`config.mk`:
```
export PLATFORM = sky130hd
export DESIGN_NAME = alu_seq
export DESIGN_NICKNAME = d
export VERILOG_FILES = /design/src/rtl/alu_seq.sv
export SDC_FILE = /design/constraint.sdc
export NUM_CORES = 1
export LEC_CHECK = 0
export ABC_AREA = 1
export CORE_MARGIN = 2
export CORE_UTILIZATION = 59
export DETAILED_ROUTE_END_ITERATION = 8
export GPL_TIMING_DRIVEN = 0
export PLACE_DENSITY = 0.89
export SETUP_SLACK_MARGIN = 0.5
export SLEW_MARGIN = 30
export SYNTH_ARGS = -nofsm -noshare
export SYNTH_HDL_FRONTEND = slang
export SYNTH_SLANG_ARGS = --single-unit
```
`constraint.sdc`:
```
create_clock -name clk -period 4.9 [get_ports clk]
set_input_delay 1.47 -clock clk [delete_from_list [all_inputs] [get_ports clk]]
set_output_delay 1.47 -clock clk [all_outputs]
set_load 0.05 [all_outputs]
```
`src/rtl/alu_seq.sv`:
```
// Sequential execute unit: single-cycle logic/arithmetic ops, iterative one-bit-per-cycle
// shifts, with valid/ready handshakes on both the request and result sides.
module alu_seq #(
  parameter int XLEN = 32,
  parameter int SHW  = $clog2(XLEN)
) (
  input  logic            clk,
  input  logic            reset,
  input  logic            in_valid,
  output logic            in_ready,
  input  logic [3:0]      alu_ctrl,
  input  logic [XLEN-1:0] a,
  input  logic [XLEN-1:0] b,
  output logic            out_valid,
  input  logic            out_ready,
  output logic [XLEN-1:0] result,
  output logic            zero
);

  localparam logic [3:0] OP_AND = 4'b0000;
  localparam logic [3:0] OP_OR  = 4'b0001;
  localparam logic [3:0] OP_ADD = 4'b0010;
  localparam logic [3:0] OP_XOR = 4'b0011;
  localparam logic [3:0] OP_SLL = 4'b0101;
  localparam logic [3:0] OP_SUB = 4'b0110;
  localparam logic [3:0] OP_SRL = 4'b1101;
  localparam logic [3:0] OP_SRA = 4'b1111;

  typedef enum logic [1:0] {IDLE, SHIFT, DONE} state_t;

  state_t            state_reg, state_next;
  logic [3:0]        ctrl_reg, ctrl_next;
  logic [XLEN-1:0]   acc_reg, acc_next;
  logic [XLEN-1:0]   result_reg, result_next;
  logic [SHW-1:0]    count_reg, count_next;

  logic [XLEN-1:0]   alu_value;
  logic [XLEN-1:0]   shift_value;
  logic [SHW-1:0]    amount;
  logic              is_shift;
  logic              accept;

  assign amount   = b[SHW-1:0];
  assign is_shift = (alu_ctrl == OP_SLL) || (alu_ctrl == OP_SRL) || (alu_ctrl == OP_SRA);
  assign accept   = in_valid && (state_reg == IDLE);

  always_comb begin
    alu_value = '0;
    case (alu_ctrl)
      OP_AND:  alu_value = a & b;
      OP_OR:   alu_value = a | b;
      OP_ADD:  alu_value = a + b;
      OP_XOR:  alu_value = a ^ b;
      OP_SUB:  alu_value = a - b;
      default: alu_value = '0;
    endcase
  end

  // One bit position per cycle on the latched operation.
  always_comb begin
    shift_value = acc_reg;
    case (ctrl_reg)
      OP_SLL:  shift_value = {acc_reg[XLEN-2:0], 1'b0};
      OP_SRL:  shift_value = {1'b0, acc_reg[XLEN-1:1]};
      OP_SRA:  shift_value = {acc_reg[XLEN-1], acc_reg[XLEN-1:1]};
      default: shift_value = acc_reg;
    endcase
  end

  always_comb begin
    state_next  = state_reg;
    ctrl_next   = ctrl_reg;
    acc_next    = acc_reg;
    result_next = result_reg;
    count_next  = count_reg;
    case (state_reg)
      IDLE: begin
        if (accept) begin
          ctrl_next = alu_ctrl;
          if (!is_shift) begin
            result_next = alu_value;
            state_next  = DONE;
          end else if (amount == '0) begin
            result_next = a;
            state_next  = DONE;
          end else begin
            acc_next   = a;
            count_next = amount;
            state_next = SHIFT;
          end
        end
      end
      SHIFT: begin
        acc_next   = shift_value;
        count_next = count_reg - 1'b1;
        if (count_reg == SHW'(1)) begin
          result_next = shift_value;
          state_next  = DONE;
        end
      end
      DONE: begin
        if (out_ready) state_next = IDLE;
      end
      default: state_next = IDLE;
    endcase
  end

  always_ff @(posedge clk) begin
    if (reset) begin
      state_reg  <= IDLE;
      ctrl_reg   <= '0;
      acc_reg    <= '0;
      result_reg <= '0;
      count_reg  <= '0;
    end else begin
      state_reg  <= state_next;
      ctrl_reg   <= ctrl_next;
      acc_reg    <= acc_next;
      result_reg <= result_next;
      count_reg  <= count_next;
    end
  end

  assign in_ready  = (state_reg == IDLE);
  assign out_valid = (state_reg == DONE);
  assign result    = result_reg;
  assign zero      = (result_reg == '0);

endmodule

```
### Word level (Yosys, flattened, before mapping)

Cells that the tools add are included.

* bits of input ports: 72
* register bits: 75
* output and inout port bits: 35
* logic and storage cells: 63

* mux-type cells: 21
* add/sub/neg operators: 3
* eq/ne operators: 19
* reduce and logical (&&, ||, !) cells: 12
* bitwise logic cells: 3

Operators by type and width (number)
* $mux W32: 7
* $pmux W32 S5: 1
* $pmux W32 S2: 2
* $pmux W32 S3: 1
* $add A32 B32 Y32: 1
* $and A32 B32 Y32: 1
* $logic_not A32 Y1: 1
* $or A32 B32 Y32: 1
* $sub A32 B32 Y32: 1
* $xor A32 B32 Y32: 1
* $eq A4 B4 Y1 const B: 4
* $mux W5: 3
* $eq A4 B3 Y1 const B: 3
* $mux W2: 5
* $pmux W5 S2: 1
* $eq A4 B2 Y1 const B: 2
* $reduce_and A4 Y1: 2
* $ne A2 B1 Y1 const B: 3
* $pmux W2 S3: 1
* $eq A5 B1 Y1 const B: 1
* $logic_not A5 Y1: 1
* $sub A5 B1 Y5 const B: 1
* $eq A4 B1 Y1 const B: 1
* $logic_not A4 Y1: 1
* other kinds (10): 12

### Longest topological paths before layout

* depth after elaboration: 6
* gate-level depth with buffers: 27
* mapped depth without buffers: 27

### Worst setup path before layout

Ideal clock, no wire load.

* kind: input -> register
* start point: input b[1]
* end point: register result_reg[17], in the netlist result[17]
* required time: 4.830 ns
* setup slack: 0.847 ns
* cell stages on the path: 21
* library setup time: 0.070 ns
* arrival time: 3.983 ns
* cells stage by stage: inv_1 > ha_1 > inv_1 > nor3_4 > nand2_2 > nor3_2 > nand2_2 > o21ai_1 > o21ai_1 > xor2_1 > ha_1 > nand2_1 > nor2_1 > inv_1 > nor2_1 > nand4_1 > nand3_1 > nor2_1 > o21ai_0 > nand2_1 > a21oi_1

* longest elaborated chain between the ends: 5
* elaborated cells between the ends (all ways): 9
* classes of those cells: add/sub: 2; eq/ne: 1; mux: 4; reduce/logical: 2

Ends and longest elaborated chain
* from (decl): line 13 `input logic [XLEN-1:0] b,`
* $sub A32 B32 Y32 / $add A32 B32 Y32 (equally long branches): line 54, 52
* $pmux W32 S5: line 49 `case (alu_ctrl)`
* $mux W32: line 80 `if (!is_shift) begin`
* $mux W32: line 78 `if (accept) begin`
* $pmux W32 S2: line 76 `case (state_reg)`
* to (signal assigned): line 119 `result_reg <= result_next;`
* to (decl): line 34 `logic [XLEN-1:0] result_reg, result_next;`

Several ways; a longest one is shown, not always the timed one. The select of a mux whose other input is x is not followed.
A chain may end at the register's enable or synchronous reset.

### Worst setup path after layout

* start point: input b[0]
* end point: register result_reg[25], in the netlist result[25]

The elaborated chain is that of the path after synthesis.

==> results.yml <==
yosys:
  yosys.cell_types.count: 55
  yosys_register_bits: 75
  asyncSetResetFlopFracSynth_pct: 0
  synth_ff_type: "dfxtp_1"
  postSynthAreaPerCell_um2: 6.21
  post_synth_net_total: 1654
  syn-cell-area_um2: 9200
  number_of_enable_type_register_cells_in_the_synthesized_netlist: 0
  fraction_of_the_yosys_area_taken_by_sequential_cells_pct: 16.3
  synth_cells: 1482
  synth-warning-count: 0
sta:
  finalWorstSetupSlack_ns: 0.558
  unrepaired_setup_endpoints_after_global_routing: "yes"
  period_needed_ns: 4.34
  fin_worst_hold_slack_ns: 0.514
  report.final.hold_viol_count: 0
  tightestPinTransition_ns: 0.768
  maxSlewHeadroom_pct: 48.8
  clock.fmax_mhz: 230
  final_max_slew_viol_count: 0
  finalSetupViolations: 0
  final.setup_skew_ns: 0.00662
  tns_ns: 0
  post-route-period-util_pct: 88.6
worst_setup_path:
  crit_type: "input port to flop"
  critPathArrivalTime_ns: 4.61
  timing.critical_path.required_ns: 5.17
  path_depth_of_the_worst_reg2reg_path: 7
  crit_path_max_fo: 6
  start_kind: "input port"
  worstSetupEndpointType: "flop"
grt:
  wire_length_of_the_first_global_routing_pass_um: 54300
  antenna_violations_before_repair: 1
  groute.usage.overall_pct: 41.9
  first_global_vias: 10500
  grt_max_degree: 12
  grt_remaining_overflow: 0
cts:
  cts_tree: "built"
  cts_hold_buf: 0
  clk-insertion-delay-late_ns: 0.34
  clock_path_buffers: 2
  cts-root-buf: "clkbuf_16"
  number_of_buffers_created_by_cts: 9
  clk_pin_slew_worst_paths_ns: 0.06
  numClockSinks: 75
  ctsHtreeMaxLevel: 3
final_layout:
  fillCellCount: 1211
  final_cell_mix: "nand2_1, inv_1, nor2_1, o21ai_0, ha_1"
  commonest_non_fill_non_tap_cell_in_the_layout: "nand2_1"
  post_route_cells_drive_above_1_share_pct: 17.4
  post_layout_cell_count: 1828
  finish.net_count: 1807
  area_growth_pct: 25.4
place:
  port-buffer-count: 106
  dp.final_hpwl_um: 27300
  place_congestion: 1.07
  dp_slack_ns: -0.607
  numPlacedInstances: 1776
power:
  finalPower_uw: 2520
  p_leak_uw: 0.00552
  power_density_nw_per_um2: 219
  vdd_ir_drop_max_mv: 0.212
die:
  ioPinCount: 107
  site_rows: 45
  initial_core_util_pct: 60.5
  fp.dieArea_um2: 16600
  coreArea_um2: 15200
  die_ht_um: 129
  die_w_um: 129
detailed_routing:
  vias: 11500
  route.detailed.drc: 0
  routedWlPerCell_um: 19.4
  drt-vias-per-instance: 6.27
  drt_pre_antenna_iters: 6
  drt-initial-drc-count: 1472
  drt_wl_total_um: 35400
  antenna_violating_nets_post_route: 0
run_status:
  status: "complete, no violations"
run:
  maxCapViolCount: 0
worst_hold_path:
  holdPathStages: 2
  hold_path.class: "flop to flop"
==> power breakdown <==
group          switching (µW)  total (µW)  leakage (µW)  internal (µW)
combinational             773        1190       0.00478            415
sequential               53.8         724      0.000616            670
clock                     259         613      0.000126            354
==> synthesized netlist by cell type (14+ instances only) <==
master    number  area share, %
a21oi_1      104            5.7
a221oi_1      37            3.5
a221oi_2      15            2.4
a31oi_1       15            1.0
buf_2         23            1.3
clkbuf_1      26            1.1
dfxtp_1       75             16
ha_1          99             13
inv_1        216            8.8
nand2_1      405             17
nand3_1       58            3.2
nor2_1       124            5.1
o211ai_2      15            2.0
o21ai_0      104            5.7
o21ai_1       14           0.76
xor2_1        30            2.9
==> metrics by stage <==
step / util [%] / area (µm²)
6_report: 75.9 / 11500
5_1_grt: 75.9 / 11500
4_1_cts: 73.7 / 11200
3_5_place_dp: 69.1 / 10500
3_3_place_gp: 69.1 / 10500
2_1_floorplan: - / 9200
==> layout make-up <==
cell class,count,area [µm²],share of cell area [%]
inverter,224,847,7.34
buffer,57,300,2.60
clock inverter,2,12.5,0.108
antenna,1,2.50,0.0217
clock buffer,13,250,2.17
sequential,75,1500,13.0
tap,188,235,2.04
multi-input combinational,1126,7090,61.4
timing repair buffer,142,1310,11.3
==> layer usage <==
metal  vias up  track usage [%]  routed length (µm)
met5         -                0                   0
met1      5206             53.5               13700
met4         0             23.8                2450
met2       807             66.3               15300
met3       217             7.94                3910
li1       5224                -                   -
==> logic make-up after synthesis <==
family                     share of synthesized area, %
AOI/OAI and AO/OA                                  23.9
DFF                                                16.3
adders and majority gates                          13.7
buffers and inverters                              12.3
and+or+nand+nor                                    30.9
xor gates and xnor gates                           2.86
==> critical path, cell delays in order <==
cell      delay [ns]
buf_2           0.14
inv_2           0.09
ha_4            0.13
inv_2           0.04
nor3_4          0.15
nand2_2         0.11
nor3_4          0.18
nand2_4         0.14
o31ai_4         0.27
o21ai_2         0.11
xor2_1          0.16
ha_1            0.39
nand2_2         0.13
nor2_4          0.16
nand2_2         0.09
nand3b_1        0.27
nand3_1         0.17
nand3_2         0.09
nand2_1         0.10
nand2_1         0.07
a21oi_2         0.15
==> path summary, 6_finish.rpt <==
| path | startpoint | endpoint | slack, ns |
|---|---|---|---|
| setup / recovery | b[0] | result[25] | 0.56 |
| hold reg to reg | acc_reg[23] | acc_reg[23] | 0.51 |
| hold / removal | acc_reg[23] | acc_reg[23] | 0.51 |
| setup reg to reg | state_reg[0] | result[25] | 2.78 |
==> repair_timing <==
| action | CTS | global route |
|---|---|---|
| hold endpoints to repair | 0 | 0 |
| setup endpoints to repair | 28 | 23 |
| resized for setup | 103 | 99 |
| pin swaps | 37 | 35 |
| buffers inserted | 26 | 10 |
No activity file was read; power rests on OpenSTA's default activity.
==> RTL change 1, RTL diff (same settings) <==
`XLEN`: 32 -> 16.
--- a/src/rtl/alu_seq.sv
+++ b/src/rtl/alu_seq.sv
@@ -3,3 +3,3 @@
 module alu_seq #(
-  parameter int XLEN = 32,
+  parameter int XLEN = 16,
   parameter int SHW  = $clog2(XLEN)
Interface: changed (resized a, b and result); port bits go from 107 to 59. No check against the original RTL was run, so the function may have changed too.
==> RTL change 1 against the unedited design <==
Register-to-register slack better by 0.26 ns. Area after synthesis down 52%. Sequential cell count down 33. Wire length down 60%. Utilization down 2.5 points. Cell area down 54%. Power down 50%. Worst setup slack better by 0.15 ns. Critical path type unchanged. Critical endpoint is now result[12]. Largest cell class unchanged. Largest power group unchanged. Highest routed layer unchanged.
==> RTL change 1: results (changes against the unedited design) <==
| Step | Metric | Value | vs unedited |
|---|---|---|---|
| setup path | Launching instance or port of the critical path | b[4] |  |
| synthesis | Leading post-synthesis cells by cell area | sky130_fd_sc_hd__dfxtp_1 (19%), sky130_fd_sc_hd__ha_1 (14%), sky130_fd_sc_hd__nand2_1 (13%), sky130_fd_sc_hd__inv_1 (8.5%), sky130_fd_sc_hd__o21ai_0 (5.4%) |  |
| route | First DRT Iteration DRCs | 456 | -69% |
| global routing | Vias in the first global route | 4768 | -55% |
| cts | TritonCTS Buffers | 5 | -4 |
| setup path | Maximum net fanout on the critical path | 5 | -1 |
| route | Average via count per standard cell | 5.79 | -7.6% |
| run status | Run status | finished, final reports clean |  |
| global routing | Met2 track demand over resource in global routing | 60.2% | -6.1 points |
| route | DR pass1 iterations | 5 | -1 |
| synthesis | Post-synthesis area per instance | 6.44 sq um | +3.7% |
| global routing | Initial antenna violation count | 0 | -1 |
| sta | Upper clock frequency limit | 238 MHz | +3.5% |
| place | Instance area at placement | 5150 sq um | -51% |
| synthesis | Commonest cells post-synth | sky130_fd_sc_hd__nand2_1 (158), sky130_fd_sc_hd__inv_1 (101), sky130_fd_sc_hd__nor2_1 (52), sky130_fd_sc_hd__ha_1 (50), sky130_fd_sc_hd__o21ai_0 (48) |  |
| cts | Source-to-sink clock delay at the later pin of the worst-skew pair | 0.30 ns | -0.04 ns |
| sta | Tightest Pin Transition | 0.581 ns | -0.186 ns |
| finish | Share of layout cells above drive strength 1 | 10.7% | -6.7 points |
| setup path | Arrival time of data at the critical path endpoint | 4.43 ns | -0.18 ns |
| cts | Root buffer selected by CTS | sky130_fd_sc_hd__clkbuf_8 |  |
| setup path | Reg-to-Reg Start | state_reg[1] |  |
| hold path | End of the worst hold path | acc_reg[15] |  |
| global routing | Global-route met1 utilization | 43.2% | -10 points |
| setup path | Number of cells on the worst reg-to-reg path | 6 | -1 |
| cts | Clock-pin slew reported for the worst setup and hold paths after clock tree synthesis | 0.08 ns | +0.02 ns |
| global routing | Met3 Use GR | 3.92% | -4.0 points |
| setup path | Reg-to-reg setup timing slack | 3.04 ns | +0.26 ns |
| global routing | Global Route Usage Sum | 34.2% | -7.7 points |
| finish | Antenna fix cells | 0 | -1 |
| place | Number of buffer cells added on primary ports | 58 | -45% |
| sta | Minimum hold slack | 0.472 ns | -0.0426 ns |
| place | Post-place setup slack | 0.0958 ns | +0.703 ns |
| global routing | Largest net degree at the start of global routing | 13 | +1 |
| setup path | Capture point of the worst path | result[12] |  |
| global routing | Wire length of the first global-routing pass | 23100 um | -58% |
| setup path | Critical Path Max Stage Delay | 0.52 ns | +0.13 ns |
## RTL change 1: area by class of cell
class | instances | area (sq um)
plain buffers | 22 | 140
clock buffers | 6 | 82.6
clock inverters | 1 | 30.0
fillers | 649 | 1940
inverters | 110 | 419
multi-input cells | 517 | 3110
flip-flops and latches | 42 | 841
well taps | 99 | 124
repair buffers | 62 | 606
## RTL change 1: layer usage
metal / part of all wire [%] / routed length, um / vias up
met1: 42 / 5870 / 2233
li1: - / - / 2431
met4: 3.3 / 470 / 0
met2: 48 / 6720 / 267
met5: 0 / 0 / -
met3: 7.5 / 1070 / 43
## RTL change 1: power breakdown
group	switching, mW	internal (mW)	leakage (nW)
Combinational	0.363	0.208	2.12
Clock	0.125	0.163	0.0573
Sequential	0.0316	0.375	0.344
Total	0.519	0.746	2.52
## RTL change 1: what timing repair did
action,in CTS,in global routing
pin swaps,2,6
endpoints found under the setup margin,5,10
gates resized for setup,3,24
buffers inserted,2,2
==> RTL change 2, RTL diff (same settings) <==
Without the edit above. Take the reset off `result_reg` and load it in a clocked block of its own.
--- a/src/rtl/alu_seq.sv
+++ b/src/rtl/alu_seq.sv
@@ -112,3 +112,2 @@
       acc_reg    <= '0;
-      result_reg <= '0;
       count_reg  <= '0;
@@ -118,5 +117,8 @@
       acc_reg    <= acc_next;
-      result_reg <= result_next;
       count_reg  <= count_next;
     end
+  end
+
+  always_ff @(posedge clk) begin
+    result_reg <= result_next;
   end
Behaviour: not the same (Yosys sat finds a counterexample within 4 cycles, from zero or initial values and one cycle with reset high).
==> RTL change 2 against the unedited design <==
The flow now finishes with violations (DRC). Non-clock buffer count decreased by 13. Sequential cell count unchanged. Clock power grew 22%. Power rose by 12%. Area after synthesis down 5.2%. Cell area fell by 2.4%. Worst setup slack got worse by 0.10 ns. Wire length fell by 6.6%. Critical endpoint is now result[28]. Largest power group unchanged.
==> RTL change 2: results (changes against the unedited design) <==
| Step | Metric | Value | vs unedited |
|---|---|---|---|
| finish | Antenna fix cells | 0 | -1 |
| sta | Setup Skew | 0.00480 ns | -0.00182 ns |
| global routing | Vias in the first global route | 9942 | -5.7% |
| synthesis | Nets in the synthesized netlist | 1568 | -5.2% |
| synthesis | Leading post-synthesis cells by cell area | sky130_fd_sc_hd__nand2_1 (18%), sky130_fd_sc_hd__ha_1 (14%), sky130_fd_sc_hd__edfxtp_1 (11%), sky130_fd_sc_hd__dfxtp_1 (9.9%), sky130_fd_sc_hd__inv_1 (8.4%) |  |
| route | First DRT Iteration DRCs | 1176 | -20% |
| route | Average via count per standard cell | 6.17 | -1.5% |
| setup path | Capture point of the worst path | result[28] |  |
| setup path | Reg-to-reg setup timing slack | 2.89 ns | +0.11 ns |
| setup path | Number of cells on the worst reg-to-reg path | 5 | -2 |
| power | Net Sw Power | 1.15 mW | +6.2% |
| place | Post-place setup slack | -0.696 ns | -0.0888 ns |
| sta | Upper clock frequency limit | 225 MHz | -2.3% |
| global routing | Largest net degree at the start of global routing | 16 | +4 |
| finish | Number of nets in the final layout | 1718 | -4.9% |
| setup path | Slowest cell on crit path | sky130_fd_sc_hd__clkdlybuf4s50_1 |  |
| hold path | Worst min-delay path startpoint | count_reg[2] |  |
| run status | Violated checks | DRC |  |
| setup path | Reg-to-Reg Start | count_reg[0] |  |
| synthesis | Commonest cells post-synth | sky130_fd_sc_hd__nand2_1 (422), sky130_fd_sc_hd__inv_1 (196), sky130_fd_sc_hd__nor2_1 (120), sky130_fd_sc_hd__a21oi_1 (106), sky130_fd_sc_hd__ha_1 (99) |  |
| power | IR Drop Worst-Case VDD | 0.243 mV | +15% |
| global routing | Wire length of the first global-routing pass | 49100 um | -9.6% |
| synthesis | Share of the yosys chip area belonging to registers | 20.9% | +4.6 points |
| run status | Run status | finished with violations |  |
| setup path | Reg-to-Reg End | result[20] |  |
| route | DRC viols | 2 | +2 |
| power | Static leakage | 5.39 nW | -2.5% |
| sta | Tightest Pin Transition | 0.800 ns | +0.0328 ns |
| global routing | Global Route Usage Sum | 39.3% | -2.6 points |
| setup path | Arrival time of data at the critical path endpoint | 4.54 ns | -0.07 ns |
| finish | Share of layout cells above drive strength 1 | 14.4% | -3.0 points |
| global routing | Initial antenna violation count | 0 | -1 |
| synthesis | Number of synthesized flops with an enable pin | 32 | +32 |
| synthesis | Synth unique cells | 47 | -15% |
| route | DR pass1 iterations | 7 | +1 |
==> RTL change 2: final cells by class <==
class / count / area (sq um)
Tap cell: 184 / 230
Clock buffer: 10 / 250
Fill cell: 1119 / 3210
Clock inverter: 6 / 86.3
Multi-Input combinational cell: 1073 / 6550
Buffer: 47 / 254
Sequential cell: 75 / 1820
Inverter: 201 / 767
Timing Repair Buffer: 139 / 1310
==> RTL change 2: worst min path at each step <==
stage	endpoint	cells after the start
6_report	count_reg[2]	2
5_1_grt	count_reg[2]	2
3_3_place_gp	count_reg[2]	2
2_1_floorplan	count_reg[2]	2
4_1_cts	count_reg[2]	2
3_5_place_dp	count_reg[2]	2
==> RTL change 2: through the flow <==
step                      power (mW)  hold WS [ns]  cell area, sq um  util (%)  std cells
final                           2.82         0.487             11300      77.8       1735
after global routing            2.94         0.544             11300      77.8       1735
after CTS                       2.71         0.490             10800      74.9       1724
after detailed placement        1.91         0.482             10000      69.4       1688
after global placement          1.88         0.474             10000      69.2       1686
after floorplan                 1.53         0.446              8730         -       1396
==> RTL change 2: power by group through the flow <==
| stage | sequential, mW | combinational [mW] | clock [mW] |
|---|---|---|---|
| after floorplan | 0.985 | 0.541 | 0 |
| after global placement | 0.830 | 1.05 | 0 |
| after detailed placement | 0.832 | 1.08 | 0 |
| after CTS | 0.820 | 1.15 | 0.741 |
| after global routing | 0.831 | 1.34 | 0.769 |
| final | 0.822 | 1.25 | 0.746 |
==> RTL change 2: layer usage <==
layer / GRT usage [%] / vias to the layer above / routed length, um
met5: 0 / - / 0
met4: 23.5 / 0 / 2290
met3: 6.89 / 184 / 3390
met2: 64.7 / 803 / 15100
met1: 47.9 / 4817 / 12300
li1: - / 4902 / -
==> RTL change 2: kinds of logic after synthesis <==
| group | after synthesis | synth area share, % |
|---|---|---|
| AOI/OAI and AO/OA | 291 | 19.7 |
| DFF | 75 | 20.9 |
| and+or+nand+nor | 651 | 30.6 |
| xor gates and xnor gates | 31 | 3.11 |
| buffers and inverters | 248 | 11.3 |
| adders and majority gates | 100 | 14.4 |
==> RTL change 2: repair_timing <==
action                                  CTS  global route
resized for setup                       121           106
hold buffers                              0             0
endpoints found under the setup margin   30            24
buffers inserted                         20            11
pin swaps                                40            55
